## config.mk

```make
export PLATFORM = sky130hd
export DESIGN_NAME = run_host_ctrl_flat
export DESIGN_NICKNAME = d
export VERILOG_FILES = /design/src/rtl/run_host_if.sv /design/src/rtl/run_host_ctrl.sv /design/src/flat_wrapper.sv
export SDC_FILE = /design/constraint.sdc
export NUM_CORES = 1
export LEC_CHECK = 0
export CAP_MARGIN = 20
export CORE_UTILIZATION = 40
export CTS_CLUSTER_DIAMETER = 30
export DETAILED_ROUTE_END_ITERATION = 12
export GPL_ROUTABILITY_DRIVEN = 0
export PLACE_DENSITY = 0.81
export SLEW_MARGIN = 5
export SYNTH_ARGS = -nofsm -noshare
export SYNTH_HDL_FRONTEND = slang
export SYNTH_SLANG_ARGS = --single-unit
```

## constraint.sdc

```tcl
create_clock -name CLK -period 1.7 [get_ports CLK]
set_input_delay 0.425 -clock CLK [delete_from_list [all_inputs] [get_ports CLK]]
set_output_delay 0.425 -clock CLK [all_outputs]
set_load 0.01 [all_outputs]
```

## src/rtl/run_host_if.sv

```systemverilog
// Host-side bundle for run_host_ctrl.
// Groups load, memory, run and dump signals.
interface run_host_if;
  logic        ld_valid;
  logic        ld_ready;
  logic [7:0]  ld_addr;
  logic [7:0]  ld_data;
  logic        go;
  logic [7:0]  mem_addr;
  logic [7:0]  mem_wdata;
  logic        mem_we;
  logic [7:0]  mem_rdata;
  logic        start;
  logic        done;
  logic        run_active;
  logic        dump_valid;
  logic        dump_ready;
  logic [7:0]  dump_addr;
  logic [7:0]  dump_data;
  logic        finished;
  logic        timeout_err;
  logic [15:0] run_cycles;

  modport master (
    input  ld_valid, ld_addr, ld_data, go,
    input  mem_rdata, done, dump_ready,
    output ld_ready, mem_addr, mem_wdata, mem_we,
    output start, run_active,
    output dump_valid, dump_addr, dump_data,
    output finished, timeout_err, run_cycles
  );

  modport slave (
    output ld_valid, ld_addr, ld_data, go,
    output mem_rdata, done, dump_ready,
    input  ld_ready, mem_addr, mem_wdata, mem_we,
    input  start, run_active,
    input  dump_valid, dump_addr, dump_data,
    input  finished, timeout_err, run_cycles
  );
endinterface

```

## src/rtl/run_host_ctrl.sv

```systemverilog
// Host controller: preload data memory, pulse start,
// time the run, then stream a result window back out.
module run_host_ctrl #(
  parameter int          START_CYCLES = 2,
  parameter logic [7:0]  DUMP_BASE    = 8'd0,
  parameter logic [7:0]  DUMP_LEN     = 8'd16,
  parameter logic [15:0] TIMEOUT      = 16'hFFFF
) (
  input  logic       CLK,
  input  logic       reset_n,
  run_host_if.master bus
);

  localparam logic [2:0] S_IDLE  = 3'd0;
  localparam logic [2:0] S_START = 3'd1;
  localparam logic [2:0] S_RUN   = 3'd2;
  localparam logic [2:0] S_DPREP = 3'd3;
  localparam logic [2:0] S_DOUT  = 3'd4;
  localparam logic [2:0] S_FIN   = 3'd5;

  localparam int SC = (START_CYCLES < 1) ? 1 : START_CYCLES;
  localparam int CW = $clog2(SC + 1);
  localparam logic [CW-1:0] SC_LAST = CW'(SC - 1);

  // A zero length encodes a full 256-byte window
  localparam logic [8:0] LEN9 =
    (DUMP_LEN == 8'd0) ? 9'd256 : {1'b0, DUMP_LEN};
  localparam logic [15:0] TO_LAST = TIMEOUT - 16'd1;

  logic [2:0]    state;
  logic [CW-1:0] start_cnt;
  logic [7:0]    ptr;
  logic [8:0]    count;
  logic [15:0]   run_cycles;
  logic          dump_valid;
  logic [7:0]    dump_addr;
  logic [7:0]    dump_data;
  logic          finished;
  logic          timeout_err;
  logic          host_port;

  assign host_port = (state == S_IDLE) ||
                     (state == S_FIN);

  assign bus.ld_ready   = host_port;
  assign bus.mem_we     = host_port & bus.ld_valid;
  assign bus.mem_addr   = host_port ? bus.ld_addr : ptr;
  assign bus.mem_wdata  = bus.ld_data;
  assign bus.start      = (state == S_START);
  assign bus.run_active = (state == S_START) ||
                          (state == S_RUN);

  assign bus.dump_valid  = dump_valid;
  assign bus.dump_addr   = dump_addr;
  assign bus.dump_data   = dump_data;
  assign bus.finished    = finished;
  assign bus.timeout_err = timeout_err;
  assign bus.run_cycles  = run_cycles;

  always_ff @(posedge CLK or negedge reset_n) begin
    if (!reset_n) begin
      state       <= S_IDLE;
      start_cnt   <= '0;
      ptr         <= 8'd0;
      count       <= 9'd0;
      run_cycles  <= 16'd0;
      dump_valid  <= 1'b0;
      dump_addr   <= 8'd0;
      dump_data   <= 8'd0;
      finished    <= 1'b0;
      timeout_err <= 1'b0;
    end else begin
      unique case (state)
        S_IDLE, S_FIN: begin
          if (bus.go) begin
            state       <= S_START;
            start_cnt   <= '0;
            finished    <= 1'b0;
            timeout_err <= 1'b0;
            run_cycles  <= 16'd0;
          end
        end
        S_START: begin
          if (start_cnt == SC_LAST)
            state <= S_RUN;
          else
            start_cnt <= start_cnt + 1'b1;
        end
        S_RUN: begin
          if (run_cycles != 16'hFFFF)
            run_cycles <= run_cycles + 16'd1;
          // done wins over a timeout in the same cycle
          if (bus.done) begin
            state <= S_DPREP;
            ptr   <= DUMP_BASE;
            count <= LEN9;
          end else if (run_cycles == TO_LAST) begin
            state       <= S_FIN;
            timeout_err <= 1'b1;
            finished    <= 1'b1;
          end
        end
        S_DPREP: begin
          dump_data  <= bus.mem_rdata;
          dump_addr  <= ptr;
          dump_valid <= 1'b1;
          state      <= S_DOUT;
        end
        S_DOUT: begin
          if (bus.dump_ready) begin
            dump_valid <= 1'b0;
            ptr        <= ptr + 8'd1;
            count      <= count - 9'd1;
            if (count == 9'd1) begin
              state    <= S_FIN;
              finished <= 1'b1;
            end else begin
              state <= S_DPREP;
            end
          end
        end
        default: state <= S_IDLE;
      endcase
    end
  end

endmodule

```

## src/flat_wrapper.sv

```systemverilog
// flat-port wrapper written by rule: the top's interface ports become plain ports
module run_host_ctrl_flat 
#(
  parameter int          START_CYCLES = 2,
  parameter logic [7:0]  DUMP_BASE    = 8'd0,
  parameter logic [7:0]  DUMP_LEN     = 8'd16,
  parameter logic [15:0] TIMEOUT      = 16'hFFFF
)
  (CLK, reset_n, bus_ld_valid, bus_ld_addr, bus_ld_data, bus_go, bus_mem_rdata, bus_done, bus_dump_ready, bus_ld_ready, bus_mem_addr, bus_mem_wdata, bus_mem_we, bus_start, bus_run_active, bus_dump_valid, bus_dump_addr, bus_dump_data, bus_finished, bus_timeout_err, bus_run_cycles);
  run_host_if bus_i ();
  input  logic CLK;
  input  logic reset_n;
  input wire logic [$bits(bus_i.ld_valid)-1:0] bus_ld_valid;
  input wire logic [$bits(bus_i.ld_addr)-1:0] bus_ld_addr;
  input wire logic [$bits(bus_i.ld_data)-1:0] bus_ld_data;
  input wire logic [$bits(bus_i.go)-1:0] bus_go;
  input wire logic [$bits(bus_i.mem_rdata)-1:0] bus_mem_rdata;
  input wire logic [$bits(bus_i.done)-1:0] bus_done;
  input wire logic [$bits(bus_i.dump_ready)-1:0] bus_dump_ready;
  output wire logic [$bits(bus_i.ld_ready)-1:0] bus_ld_ready;
  output wire logic [$bits(bus_i.mem_addr)-1:0] bus_mem_addr;
  output wire logic [$bits(bus_i.mem_wdata)-1:0] bus_mem_wdata;
  output wire logic [$bits(bus_i.mem_we)-1:0] bus_mem_we;
  output wire logic [$bits(bus_i.start)-1:0] bus_start;
  output wire logic [$bits(bus_i.run_active)-1:0] bus_run_active;
  output wire logic [$bits(bus_i.dump_valid)-1:0] bus_dump_valid;
  output wire logic [$bits(bus_i.dump_addr)-1:0] bus_dump_addr;
  output wire logic [$bits(bus_i.dump_data)-1:0] bus_dump_data;
  output wire logic [$bits(bus_i.finished)-1:0] bus_finished;
  output wire logic [$bits(bus_i.timeout_err)-1:0] bus_timeout_err;
  output wire logic [$bits(bus_i.run_cycles)-1:0] bus_run_cycles;
  assign bus_i.ld_valid = bus_ld_valid;
  assign bus_i.ld_addr = bus_ld_addr;
  assign bus_i.ld_data = bus_ld_data;
  assign bus_i.go = bus_go;
  assign bus_i.mem_rdata = bus_mem_rdata;
  assign bus_i.done = bus_done;
  assign bus_i.dump_ready = bus_dump_ready;
  assign bus_ld_ready = bus_i.ld_ready;
  assign bus_mem_addr = bus_i.mem_addr;
  assign bus_mem_wdata = bus_i.mem_wdata;
  assign bus_mem_we = bus_i.mem_we;
  assign bus_start = bus_i.start;
  assign bus_run_active = bus_i.run_active;
  assign bus_dump_valid = bus_i.dump_valid;
  assign bus_dump_addr = bus_i.dump_addr;
  assign bus_dump_data = bus_i.dump_data;
  assign bus_finished = bus_i.finished;
  assign bus_timeout_err = bus_i.timeout_err;
  assign bus_run_cycles = bus_i.run_cycles;
  run_host_ctrl #(.START_CYCLES(START_CYCLES), .DUMP_BASE(DUMP_BASE), .DUMP_LEN(DUMP_LEN), .TIMEOUT(TIMEOUT)) u_core (.CLK(CLK), .reset_n(reset_n), .bus(bus_i));
endmodule
```

# --- Yosys cells after proc, flatten, opt, wreduce, memory -nomap -nowiden ---
# Cells that the tools add are included.
word_totals:
  reg_bits: 57
  latch_bits: 0
  mem_bits_rw: 0
  mem_bits_ro: 0
  inputBits: 30
  out_inout_bits: 55
  elab_cells: 79
  n_memories: 0
classes:
  add_sub_neg: 4
  multipliers: 0
  n_div: 0
  magnitude_cmp: 0
  n_eq_ne: 19
  shifts: 0
  mux: 29
  bitwise: 1
  reduce_logical: 16
op_table:
  columns: ["operator", "count"]
  rows:
  - ["$mux 16", 2]
  - ["$pmux 16 s2", 1]
  - ["$mux 8", 3]
  - ["$mux 3", 6]
  - ["$mux 9", 2]
  - ["$pmux 9 s2", 1]
  - ["$add 16x1->16 const B", 1]
  - ["$eq 16x16->1 const B", 1]
  - ["$ne 16x16->1 const B", 1]
  - ["$pmux 8 s2", 1]
  - ["$pmux 3 s5", 1]
  - ["$ne 2x2->1 const B", 7]
  - ["$eq 9x1->1 const B", 1]
  - ["$reduce_and 3->1", 3]
  - ["$sub 9x1->9 const B", 1]
  - ["$add 8x1->8 const B", 1]
  - ["$reduce_and 4->1", 2]
  - ["$reduce_bool 2->1", 4]
  - ["$eq 3x2->1 const B", 2]
  - ["$eq 3x3->1 const B", 2]
  - ["$mux 1", 6]
  - ["$reduce_and 6->1", 1]
  - ["$mux 2", 2]
  - ["$ne 2x1->1 const B", 2]
  - ["13 further kinds", 15]

# --- Depth between registers and ports, before layout ---
logic_depth:
  word_depth: 4
  mapped_depth: 7
  mapped_depth_nobuf: 6

# --- Worst setup path before layout ---
# No wires, ideal clock.
synth_timing:
  kind: "reg-to-output"
  start: "register u_core.state[2]"
  end: "output bus_mem_addr[0]"
  arrival_ns: 1.544
  t_required_ns: 1.275
  slack_ns: -0.269
  stages_incl_launch_ff: 6
  path_buffers: 2
  path_cell_list: "dfrtp_1 buf_4 xor2_1 nor2_1 buf_1 mux2_2"
synth_between:
  elab_chain_cells: 3
  word_cells_on_any_way: 4
  classes_between: "eq/ne (1); mux (1); reduce/logical (2)"
synth_lines:
  columns: ["element", "line_no", "source"]
  rows:
  - ["start, declared", "run_host_ctrl.sv:30", "logic [2:0] state;"]
  - ["start signal, assigned", "run_host_ctrl.sv:62", "state <= S_IDLE;"]
  - ["start signal, assigned", "run_host_ctrl.sv:76", "state <= S_START;"]
  - ["start signal, assigned", "run_host_ctrl.sv:85", "state <= S_RUN;"]
  - ["$eq 3x3->1 / $logic_not 3->1 (equally long branches)", "run_host_ctrl.sv:43, run_host_ctrl.sv:42", null]
  - ["$logic_or 1x1->1 *", "run_host_ctrl.sv:42", "assign host_port = (state == S_IDLE) ||"]
  - ["named net bus_ld_ready", "flat_wrapper.sv:20", "output wire logic [$bits(bus_i.ld_ready)-1:0] bus_ld_ready;"]
  - ["$mux 8 *", "run_host_ctrl.sv:47", "assign bus.mem_addr = host_port ? bus.ld_addr : ptr;"]
  - ["end, declared", "flat_wrapper.sv:21", "output wire logic [$bits(bus_i.mem_addr)-1:0] bus_mem_addr;"]
# The timed path passes the listed nets; every way through them passes the cells marked *.

# --- Worst setup path after layout ---
layout_timing:
  start: "register u_core.state[2]"
  end: "output bus_mem_addr[7]"
layout_between:
  elab_chain_cells: 3
  word_cells_on_any_way: 4
  classes_between: "eq/ne (1); mux (1); reduce/logical (2)"
layout_lines:
  columns: ["element", "line_no"]
  rows:
  - ["$eq 3x3->1 / $logic_not 3->1 (equally long branches)", "run_host_ctrl.sv:43, run_host_ctrl.sv:42"]
  - ["$logic_or 1x1->1 *", "run_host_ctrl.sv:42"]
  - ["$mux 8 *", "run_host_ctrl.sv:47"]
# Every way passes the cells marked *; elsewhere a longest branch is shown, timed or not.

==> flow_metrics.py <==
metrics = {
    "layout": {
        "diodes": 0,
        "seq_area_sq_mm": 0.00143,
        "fin_nets": 481,
        "drive_above_1_share_pct": 46.2,
        "multi_input_area_sq_mm": 0.00201,
        "area_delta_synth_final_pct": 69.5,
        "fill_cells": 434,
    },
    "synth": {
        "synth_area_sq_mm": 0.00313,
        "syn_inst": 302,
        "avgSynthCellArea_sq_um": 10.4,
        "ys_seq_area_share_pct": 45.6,
        "ys_seq_elements": 57,
        "synth_edf_count": 0,
        "syn-num-nets": 338,
        "ys_warn_count": 0,
        "async_flop_share_pct": 100,
        "ys_types": 57,
        "synthFlopType": "dfrtp_1",
    },
    "die": {
        "rows": 31,
        "fp.dieW_um": 90.5,
        "die_area_sq_mm": 0.00818,
        "initial_core_util_pct": 42.2,
        "ioPinCount": 85,
        "die_h_um": 90.5,
        "coreArea_sq_mm": 0.00741,
    },
    "critical_path": {
        "crit_type": "register to output pin",
        "crit_arrival_ps": 1790,
        "crit_chain": "xor2_2 -> nor2_4 -> buf_6 -> buf_6 -> mux2_4 -> buf_6",
        "r2r_end": "u_core.count[5]",
        "reg2reg_from": "u_core.state[0]",
        "r2r_slack_ps": -450,
        "cp_slowest_cell": "dfrtp_1",
        "critPathMaxStageDelay_ps": 410,
        "endpoint_kind": "output pin",
        "crit_top_cell": "buf_6",
        "required_ps": 1270,
        "start_kind": "register",
        "worstRegToRegCells": 9,
        "crit_path_max_fanout": 4,
    },
    "place": {
        "post-dp-hpwl_um": 5890,
        "numPortBuffers": 68,
        "dpl_worst_slack_ps": -537,
    },
    "power_and_ir_drop": {
        "p_leak_nw": 2.58,
        "power_switching_share_pct": 40.4,
        "cellPowerDensity_mw_per_mm2": 1610,
        "pwr-share-clk_pct": 15.7,
        "p_comb_share_pct": 59.3,
        "p_switching_mw": 3.44,
        "power_mw": 8.52,
        "p_seq_share_pct": 24.9,
        "ir_drop_uv": 935,
        "intPower_mw": 5.08,
    },
    "clock_network": {
        "cts.htree.levels": 3,
        "clk_pin_slew_ps": 70,
        "cts_buffer_depth": 2,
        "cts_root_buf": "clkbuf_8",
        "insertion_delay_ps": 350,
        "cts_buffers": 9,
        "cts_tree": "done",
        "cts.sinks": 57,
    },
    "detailed_routing": {
        "via_per_inst": 6.21,
        "ant_nets": 0,
        "detail_route.wl_per_cell_um": 21.5,
        "vias": 3411,
        "drt-pass1-iter-count": 5,
        "drtIter0Drc": 340,
        "drc": 0,
        "wl_um": 11800,
    },
    "timing": {
        "layout_setup_ws_ps": -516,
        "min_period_ps": 2220,
        "finalSetupViolations": 69,
        "finalHoldViolations": 0,
        "drv_slew": 0,
        "hold_slack_ps": 506,
        "skew_ps": 10.1,
        "slew_headroom_pct": 66.2,
        "max_slew.worst_pin.slew_ps": 506,
        "timing.fmax_mhz": 451,
        "rsz0062_at_grt": "yes",
        "min_period_over_period_pct": 130,
    },
    "global_routing": {
        "grt.overflow.total": 0,
        "grtUsageTotal_pct": 25.7,
        "grt_max_degree": 44,
        "grt_pass1_wl_um": 16500,
        "grt_pass1_vias": 3238,
        "antenna_found_initial": 0,
    },
    "min_path": {
        "min_to": "u_core.bus.dump_valid",
        "hold_path_class": "register to register",
        "hold_path.startpoint": "u_core.bus.dump_valid",
        "holdPathStages": 2,
    },
    "outcome": {
        "violations": "setup timing",
        "status": "finished with violations",
    },
    "job": {
        "maxCapViolCount": 0,
    },
}
==> metal layers <==
layer | up-vias | global-route usage, % | share of wire [%]
li1 | 1405 | - | -
met1 | 1699 | 31.9 | 39
met2 | 242 | 41.3 | 50
met3 | 65 | 5.30 | 7.2
met4 | 0 | 14.8 | 4.3
met5 | - | 0 | 0
==> final cells by class <==
cell class / count / area share (%)
Multi-Input combinational cell: 216 / 37.9
Timing Repair Buffer: 154 / 28.3
Sequential cell: 57 / 27.0
Clock buffer: 10 / 2.59
Tap cell: 99 / 2.34
Clock inverter: 6 / 1.27
Inverter: 7 / 0.590
==> cell usage after synthesis (4+ instances only) <==
cell,n,area share [%]
xnor2_1,6,1.7
nand2b_1,4,0.80
dfrtp_1,57,46
xor2_1,6,1.7
o21ai_0,14,2.2
ha_1,6,2.4
o211ai_1,4,0.96
a31oi_1,7,1.4
nand3_1,24,3.8
inv_1,7,0.84
nor2_1,17,2.0
nor3_1,5,0.80
buf_2,8,1.3
nand2_1,17,2.0
a21oi_1,15,2.4
clkbuf_1,5,0.60
mux2_2,24,8.6
buf_4,9,2.2
nor4_1,7,1.4
mux2i_1,4,1.3
==> sequential cells by signal, summed over array words and instances, names as in the netlist <==
register / flops
u_core.ptr: 8
u_core.bus.dump_valid: 1
u_core.bus.finished: 1
u_core.bus.run_cycles: 16
u_core.bus.dump_addr: 8
u_core.bus.timeout_err: 1
u_core.start_cnt: 2
u_core.count: 9
u_core.state: 3
u_core.bus.dump_data: 8
==> power by group through the flow <==
stage | registers [mW] | clock network, mW | logic [mW]
2_1_floorplan | 2.19 | 0 | 1.80
3_3_place_gp | 2.05 | 0 | 3.42
3_5_place_dp | 2.09 | 0 | 3.52
4_1_cts | 2.08 | 1.33 | 4.21
5_1_grt | 2.16 | 1.40 | 5.28
6_report | 2.13 | 1.34 | 5.06
==> stage by stage <==
step	TNS, ps	utilization (%)	instances	instance area, sq um
after floorplan	-127	-	302	3210
after global placement	-12640	58.3	504	4320
after detailed placement	-13030	58.3	504	4320
after CTS	-6850	66.5	544	4930
after global routing	-17880	71.6	549	5300
final	-14190	71.6	549	5300
==> how the worst max path moves through the flow <==
| stage | start | end | slack, ps | cells past startpoint |
|---|---|---|---|---|
| floorplan | u_core.state[2] | bus_mem_addr[0] | -20 | 5 |
| global placement | u_core.state[0] | bus_mem_addr[7] | -500 | 5 |
| detailed placement | u_core.state[0] | bus_mem_addr[7] | -540 | 5 |
| CTS | u_core.state[2] | bus_mem_addr[6] | -480 | 6 |
| global route | u_core.state[2] | bus_mem_addr[7] | -560 | 6 |
| finish | u_core.state[2] | bus_mem_addr[7] | -520 | 6 |
==> what timing repair did <==
action	4_1_cts	5_1_grt
buffers inserted	19	8
cloned	4	0
pin swaps	19	19
hold buffers	1	0
gates resized for setup	123	76
setup endpoints to repair	54	84
endpoints found under the hold margin	2	0
==> cells by family after synthesis <==
kind of cell    count (synthesis)  synth area share (%)
flops                          57                  45.6
xor+xnor                       12                  3.36
mux                            28                  9.92
fa+ha+maj                       6                  2.40
compound gates                 66                  14.8
simple gates                  103                  19.0
buf+inv                        30                  5.00
==> layout by cell type (no fill, tap or decap), types with 5 or more instances in the layout <==
master	synthesis	layout
dfrtp_1	57	53
o21ai_0	14	8
buf_6	0	27
nor2_1	17	14
dlygate4sd2_1	0	17
inv_1	7	6
clkdlybuf4s50_1	0	22
ha_1	6	5
mux2_4	0	8
xor2_1	6	5
clkbuf_8	0	10
buf_4	9	61
xnor2_1	6	6
nand2_1	17	15
dlymetal6s2s_1	0	16
a21oi_2	0	5
nand3_1	24	19
mux2_2	24	16
a21oi_1	15	10
==> critical path: cells and delay by family, from the launching register on <==
family,cells,cell delay (ps)
XOR/XNOR,1,200
buffers and inverters,3,380
flip-flops,1,410
multiplexers,1,310
AND/OR/NAND/NOR,1,150
Power figures use the tool's default switching activity.
